==> src/rtl/updown_sweep_ctrl.sv <==
// updown_sweep_ctrl: drives an external up/down counter back and forth between latched bounds.
// Ports: clk/rst (async active-low); cmd_valid/cmd_ready/cmd_lo/cmd_hi/cmd_sweeps accept a sweep;
// stop aborts it; cnt_in is the counter value; load/data/Up_Down steer the counter;
// busy marks a running sweep; done/err are one-cycle registered completion/error pulses.
module updown_sweep_ctrl #(
  parameter int WIDTH = 4
) (
  input  logic             clk,
  input  logic             rst,
  input  logic             cmd_valid,
  output logic             cmd_ready,
  input  logic [WIDTH-1:0] cmd_lo,
  input  logic [WIDTH-1:0] cmd_hi,
  input  logic [3:0]       cmd_sweeps,
  input  logic             stop,
  input  logic [WIDTH-1:0] cnt_in,
  output logic             load,
  output logic [WIDTH-1:0] data,
  output logic             Up_Down,
  output logic             busy,
  output logic             done,
  output logic             err
);
  typedef enum logic [1:0] {IDLE, LOAD, UP, DOWN} state_t;
  state_t state, state_nx;
  logic [WIDTH-1:0] lo, hi, lo_nx, hi_nx;
  logic [3:0] n, hc, n_nx, hc_nx, hc_inc;
  logic done_nx, err_nx, last;
  assign hc_inc = hc + 4'd1;
  // reaching an endpoint now finishes the sweep; n == 0 never finishes
  assign last = (n != 4'd0) && (hc_inc == n);
  assign busy = state != IDLE;
  assign cmd_ready = state == IDLE;
  always_ff @(posedge clk or negedge rst) begin
    if (!rst) begin
      state <= IDLE;
      lo <= '0;
      hi <= '0;
      n <= '0;
      hc <= '0;
      done <= 1'b0;
      err <= 1'b0;
    end else begin
      state <= state_nx;
      lo <= lo_nx;
      hi <= hi_nx;
      n <= n_nx;
      hc <= hc_nx;
      done <= done_nx;
      err <= err_nx;
    end
  end
  always_comb begin
    state_nx = state;
    lo_nx = lo;
    hi_nx = hi;
    n_nx = n;
    hc_nx = hc;
    done_nx = 1'b0;
    err_nx = 1'b0;
    case (state)
      IDLE: if (cmd_valid) begin
        lo_nx = cmd_lo;
        hi_nx = cmd_hi;
        n_nx = cmd_sweeps;
        hc_nx = 4'd0;
        err_nx = cmd_lo >= cmd_hi;
        state_nx = cmd_lo >= cmd_hi ? IDLE : LOAD;
      end
      LOAD: state_nx = stop ? IDLE : UP;
      UP: if (stop) state_nx = IDLE;
        else if (cnt_in > hi) begin
          state_nx = IDLE;
          err_nx = 1'b1;
        end else if (cnt_in == hi) begin
          hc_nx = hc_inc;
          done_nx = last;
          state_nx = last ? IDLE : DOWN;
        end
      DOWN: if (stop) state_nx = IDLE;
        else if (cnt_in < lo) begin
          state_nx = IDLE;
          err_nx = 1'b1;
        end else if (cnt_in == lo) begin
          hc_nx = hc_inc;
          done_nx = last;
          state_nx = last ? IDLE : UP;
        end
      default: state_nx = IDLE;
    endcase
  end
  // default freezes the counter by reloading its own value; only in-range,
  // non-final running cycles release it to count
  always_comb begin
    load = 1'b1;
    data = cnt_in;
    Up_Down = 1'b1;
    case (state)
      LOAD: data = stop ? cnt_in : lo;
      UP: if (!stop && cnt_in <= hi && !(cnt_in == hi && last)) begin
        load = 1'b0;
        Up_Down = cnt_in != hi;
      end
      DOWN: if (!stop && cnt_in >= lo && !(cnt_in == lo && last)) begin
        load = 1'b0;
        Up_Down = cnt_in == lo;
      end
      default: ;
    endcase
  end
endmodule

==> config.mk <==
export PLATFORM = sky130hd
export DESIGN_NAME = updown_sweep_ctrl
export DESIGN_NICKNAME = d
export VERILOG_FILES = /design/src/rtl/updown_sweep_ctrl.sv
export SDC_FILE = /design/constraint.sdc
export NUM_CORES = 1
export LEC_CHECK = 0
export ABC_AREA = 1
export CORE_ASPECT_RATIO = 0.9
export CORE_MARGIN = 3
export CORE_UTILIZATION = 54
export DETAILED_ROUTE_END_ITERATION = 10
export PLACE_DENSITY = 0.84
export SETUP_SLACK_MARGIN = 0.5
export SYNTH_ARGS = -nofsm -noshare
export SYNTH_HDL_FRONTEND = slang
export SYNTH_SLANG_ARGS = --single-unit
==> constraint.sdc <==
create_clock -name clk -period 4.3 [get_ports clk]
set_input_delay 0.43 -clock clk [delete_from_list [all_inputs] [get_ports clk]]
set_output_delay 0.43 -clock clk [all_outputs]
set_load 0.01 [all_outputs]
# Word-level counts from Yosys, hierarchy flattened

Cells that the tools add are included.

Register bits after elaboration: 20
Input port bits: 20
Word-level logic and storage cells: 87

Add/subtract/negate cells: 1
$lt $le $gt $ge: 5
Equal/unequal tests: 16
Multiplexer cells: 41
Reduce and logical (&&, ||, !) cells: 17

Operators with widths:

| kind                  | number |
|---|---|
| $mux W4               | 9 |
| $mux W2               | 10 |
| $mux W1               | 16 |
| $ne A2 B2 Y1 const B  | 7 |
| $eq A4 B4 Y1          | 3 |
| $pmux W4 S3           | 1 |
| $ge A4 B4 Y1          | 2 |
| $ne A4 B4 Y1 const B  | 2 |
| $pmux W2 S4           | 1 |
| $reduce_and A8 Y1     | 1 |
| $logic_and A1 B1 Y1   | 7 |
| $pmux W1 S2           | 3 |
| $add A4 B1 Y4 const B | 1 |
| $eq A2 B2 Y1 const B  | 2 |
| $gt A4 B4 Y1          | 1 |
| $le A4 B4 Y1          | 1 |
| $lt A4 B4 Y1          | 1 |
| $ne A4 B4 Y1          | 1 |
| $reduce_bool A4 Y1    | 1 |
| $logic_not A1 Y1      | 3 |
| $pmux W1 S3           | 1 |
| $reduce_and A3 Y1     | 1 |
| $reduce_bool A3 Y1    | 1 |
| $eq A2 B1 Y1 const B  | 1 |
| 3 further kinds       | 3 |

# Logic depth before layout (Yosys ltp)

Depth after elaboration: 8
Depth in mapped cells: 14

# Least setup slack after synthesis

Ideal clock, no wire load.

Path kind: register to output
Start point: register hc[0]
End point: output Up_Down
Arrival time: 1.473 ns
Data required time: 3.870 ns
Setup slack: 2.397 ns
Cell stages (with the launch flop): 9
Path buffers: 0
Path through: dfrtp_1 > ha_1 > xnor2_1 > nand2_1 > nor2_1 > nand3_1 > nor2_1 > o21ai_1 > nand2_1

Cells in the longest elaborated chain, start to end: 8

RTL lines:

| what                                          | line     | RTL |
|---|---|---|
| start, declared                               | 27       | `logic [3:0] n, hc, n_nx, hc_nx, hc_inc;` |
| start signal, assigned                        | 48       | `hc <= hc_nx;` |
| $add A4 B1 Y4 *                               | 29       | `assign hc_inc = hc + 4'd1;` |
| $eq A4 B4 Y1 *                                | 31       | `assign last = (n != 4'd0) && (hc_inc == n);` |
| $logic_and A1 B1 Y1 *                         | 31       |  |
| $logic_and A1 B1 Y1, on equally long branches | 104, 100 |  |
| $logic_not A1 Y1, on equally long branches    | 104, 100 |  |
| $logic_and A1 B1 Y1, on equally long branches | 104, 100 |  |
| $mux W1, on equally long branches             | 104, 100 |  |
| $pmux W1 S2 *                                 | 98       | `case (state)` |
| end, declared                                 | 19       | `output logic Up_Down,` |

Mark *: on every way between the ends. The rest lies on a longest branch, timed or not.

# Final worst setup path

Start point: register hc[0]
End point: output load

Cells in the longest elaborated chain, start to end: 8

RTL lines:

| what                                          | line     | RTL |
|---|---|---|
| $add A4 B1 Y4 *                               | 29       |  |
| $eq A4 B4 Y1 *                                | 31       |  |
| $logic_and A1 B1 Y1 *                         | 31       |  |
| $logic_and A1 B1 Y1, on equally long branches | 104, 100 |  |
| $logic_not A1 Y1, on equally long branches    | 104, 100 |  |
| $logic_and A1 B1 Y1, on equally long branches | 104, 100 |  |
| $mux W1, on equally long branches             | 104, 100 |  |
| $pmux W1 S2 *                                 | 98       |  |
| end, declared                                 | 17       | `output logic load,` |

Marks and branches as above.

==> results by group <==
Status
  • Status: completed

Critical path
  • CP Launch Type: flop
  • Worst Path Required: 3.87 ns
  • Setup crit end kind: output pin
  • CP Max Fanout: 7
  • CP arrival: 2.60 ns
  • Worst reg2reg path depth: 9
  • Critical path class: reg -> out

Yosys
  • Synth Flop Type: dfrtp_1
  • Syn nets: 229
  • Syn_area_per_cell: 7.233 um2
  • Synth top area share: 0.3530
  • Largest cells by area after synthesis: dfrtp_1 35%, nand2_1 13%, ha_1 11%
  • Synth cell types: 26
  • Mapped Cells: 196
  • Count leader, synth: nand2_1
  • EDFF count, synth: 0
  • Register area share after synthesis: 0.3530
  • Syn Std Cell Area: 1418 um2
  • FF+latch count, synth: 20
  • YS warnings: 0
  • Commonest cells in the netlist: 49 x nand2_1, 27 x inv_1, 20 x dfrtp_1
  • Async set-reset flop share out of synthesis: 1.000
  • Cell taking the most area after synthesis: dfrtp_1

Power
  • Switch Pwr: 422.6 uW
  • Clock share of power: 0.161
  • Sequential Power Share: 0.322
  • Power density over the cells: 553.9 nW/um2
  • Pint: 565.6 uW
  • LEAKAGE: 0.0009019 uW
  • Combinational power share: 0.517
  • Sw Ratio: 0.4277
  • Worst VDD drop: 0.5807 mV

Global routing
  • Vias in the first global route: 1,373
  • Total Routing Usage GR: 0.2331
  • Initial antenna violation count: 0
  • Largest net degree at the start of global routing: 23
  • First-pass GRT wire length: 5720 um
  • Grt total ovfl: 0

CTS
  • Max Root-Sink Buffers: 2
  • CTS Sinks: 20
  • Clk slew on worst S/H paths: 0.12 ns
  • Post-CTS Repair Setup Buffers: 0
  • Clock Tree Root: clkbuf_4
  • Clk Latency, worst-skew pair: 0.32 ns
  • CTS tree: yes
  • CTS resizes: 0
  • Total CTS buffers: 3
  • H-tree depth reported by CTS: 1
  • Cts hold-fix bufs: 0

Detailed routing
  • DR vias/cell: 5.331
  • 1st-iter DRT viols: 91
  • DR WL/cell: 13.33 um
  • Via count: 1,354
  • DRC: 0
  • Drt total wl: 3386 um
  • DRT Pass-1 Iters: 4
  • Detail Route Antenna Nets: 0

Die
  • Die area: 3277 um2
  • Initial Utilization: 0.6105
  • IO Pins: 30
  • Core area: 2322 um2
  • Die Span X: 60.01 um
  • Row count: 16
  • Chip height: 54.61 um

Layout
  • Non-filler cells, final: 254
  • Ant diodes: 0
  • Register area: 500.5 um2
  • # fillers: 179
  • Fin nets: 261
  • Multi-input gate area: 772.0 um2
  • Share of layout cells above drive strength 1: 0.08370
  • Layout area overhead: 25.86%
  • Final Util: 0.7683

Timing
  • Final count of pins violating max slew: 0
  • Measured slew at the worst slew-check pin: 0.9105 ns
  • Final worst path period need: 3.028 ns
  • Final WS setup: 1.272 ns
  • Finish-stage setup viols: 0
  • Worst slew margin: 0.3911
  • Final hold vios: 0
  • Setup Skew: 0.003434 ns
  • Achievable frequency: 330.2 MHz
  • RSZ-0062 raised after global routing: false
  • Tcrit/Tclk final: 0.7042
  • Post-Route Setup TNS: 0 ns

Worst hold path
  • Hold Path Stages: 2
  • Hold Path Class: reg -> reg

Placed design
  • IO Port Bufs: 29
  • Routability cong.: 1.020
  • Hpwl dp: 2573 um
  • Placed Cells: 250
  • Setup WS pre-CTS: 1.317 ns

Run
  • Max Cap Viol: 0
==> worst max-delay path, stage by stage (launching register included) <==
cell,delay (ns)
dfrtp_1,0.48
ha_1,0.37
xnor2_1,0.15
nand2_1,0.06
nor2_1,0.17
nand3_1,0.19
nor2_1,0.17
o21ai_1,0.11
inv_1,0.06
clkdlybuf4s50_1,0.53
==> layer usage <==
| layer | vias up | part of all wire | global-route usage |
|---|---|---|---|
| met5 | - | 0 | 0 |
| met4 | 0 | 0.029 | 0.09225 |
| met3 | 12 | 0.054 | 0.04953 |
| met2 | 44 | 0.50 | 0.4406 |
| met1 | 605 | 0.41 | 0.2529 |
| li1 | 693 | - | - |
==> worst paths after layout <==
kind / start / to / slack (ns)
min in group asynchronous: rst / n[1] / 0.61
min reg2reg: hi[3] / hi[3] / 0.51
max reg2reg: hc[0] / state[1] / 2.42
min: hi[3] / hi[3] / 0.51
max: hc[0] / load / 1.27
max in group asynchronous: rst / err / 3.14
==> kinds of logic (layout without fill, tap and decap cells) <==
group,after synthesis,count (layout),share of synthesized area
AND/OR/NAND/NOR,91,91,0.2763
buffers and inverters,38,69,0.1024
AO/OA/AOI/OAI,30,30,0.1236
flip-flops,20,20,0.3530
adder cells (fa/ha/maj),13,13,0.1147
multiplexers,3,3,0.02383
XOR/XNOR,1,1,0.006179
==> metrics by stage <==
stage               hold slack (ns)  power, uW  area (um2)
global route                 0.5482       1082        1784
global placement             0.4791      802.9        1732
CTS                          0.5204      988.5        1784
finish                       0.5144      988.2        1784
detailed placement           0.4907      823.9        1732
floorplan                    0.1344      660.7        1418
==> placed cells by master, fill, tap and decap left out <==
master,n
clkinv_1,1
and2_1,1
a21oi_1,9
mux2_1,3
nor2_2,1
clkdlybuf4s50_1,29
o211ai_1,1
o21ai_1,9
a21oi_4,1
nand3_1,14
nand4_1,3
nand3_2,1
nand2_1,49
o22ai_1,2
o21ai_0,5
nand2_2,2
inv_1,27
xnor2_1,1
nor3_1,1
ha_1,13
bufinv_16,1
o21ai_2,1
dfrtp_1,20
nor2_4,1
clkbuf_4,3
inv_2,8
o21bai_1,2
nor2_1,18
==> flip-flops by register name, summed over array words and instances, names as in the netlist <==
register  cells
done          1
err           1
hc            4
hi            4
lo            4
n             4
state         2
==> power groups by stage <==
stage | logic, uW | clock network (uW) | registers, uW
CTS | 512 | 159 | 317
global placement | 485 | 0 | 317
global route | 588 | 166 | 327
floorplan | 353 | 0 | 307
detailed placement | 502 | 0 | 322
finish | 511 | 159 | 318
==> cell type report <==
cell class	count	area share
well taps	27	0.01893
multi-input cells	138	0.4327
flip-flops and latches	20	0.2805
inverters	36	0.07574
clock buffers	3	0.01262
repair buffers	29	0.1627
clock inverters	1	0.01683
(Power assumes the default switching activity.)
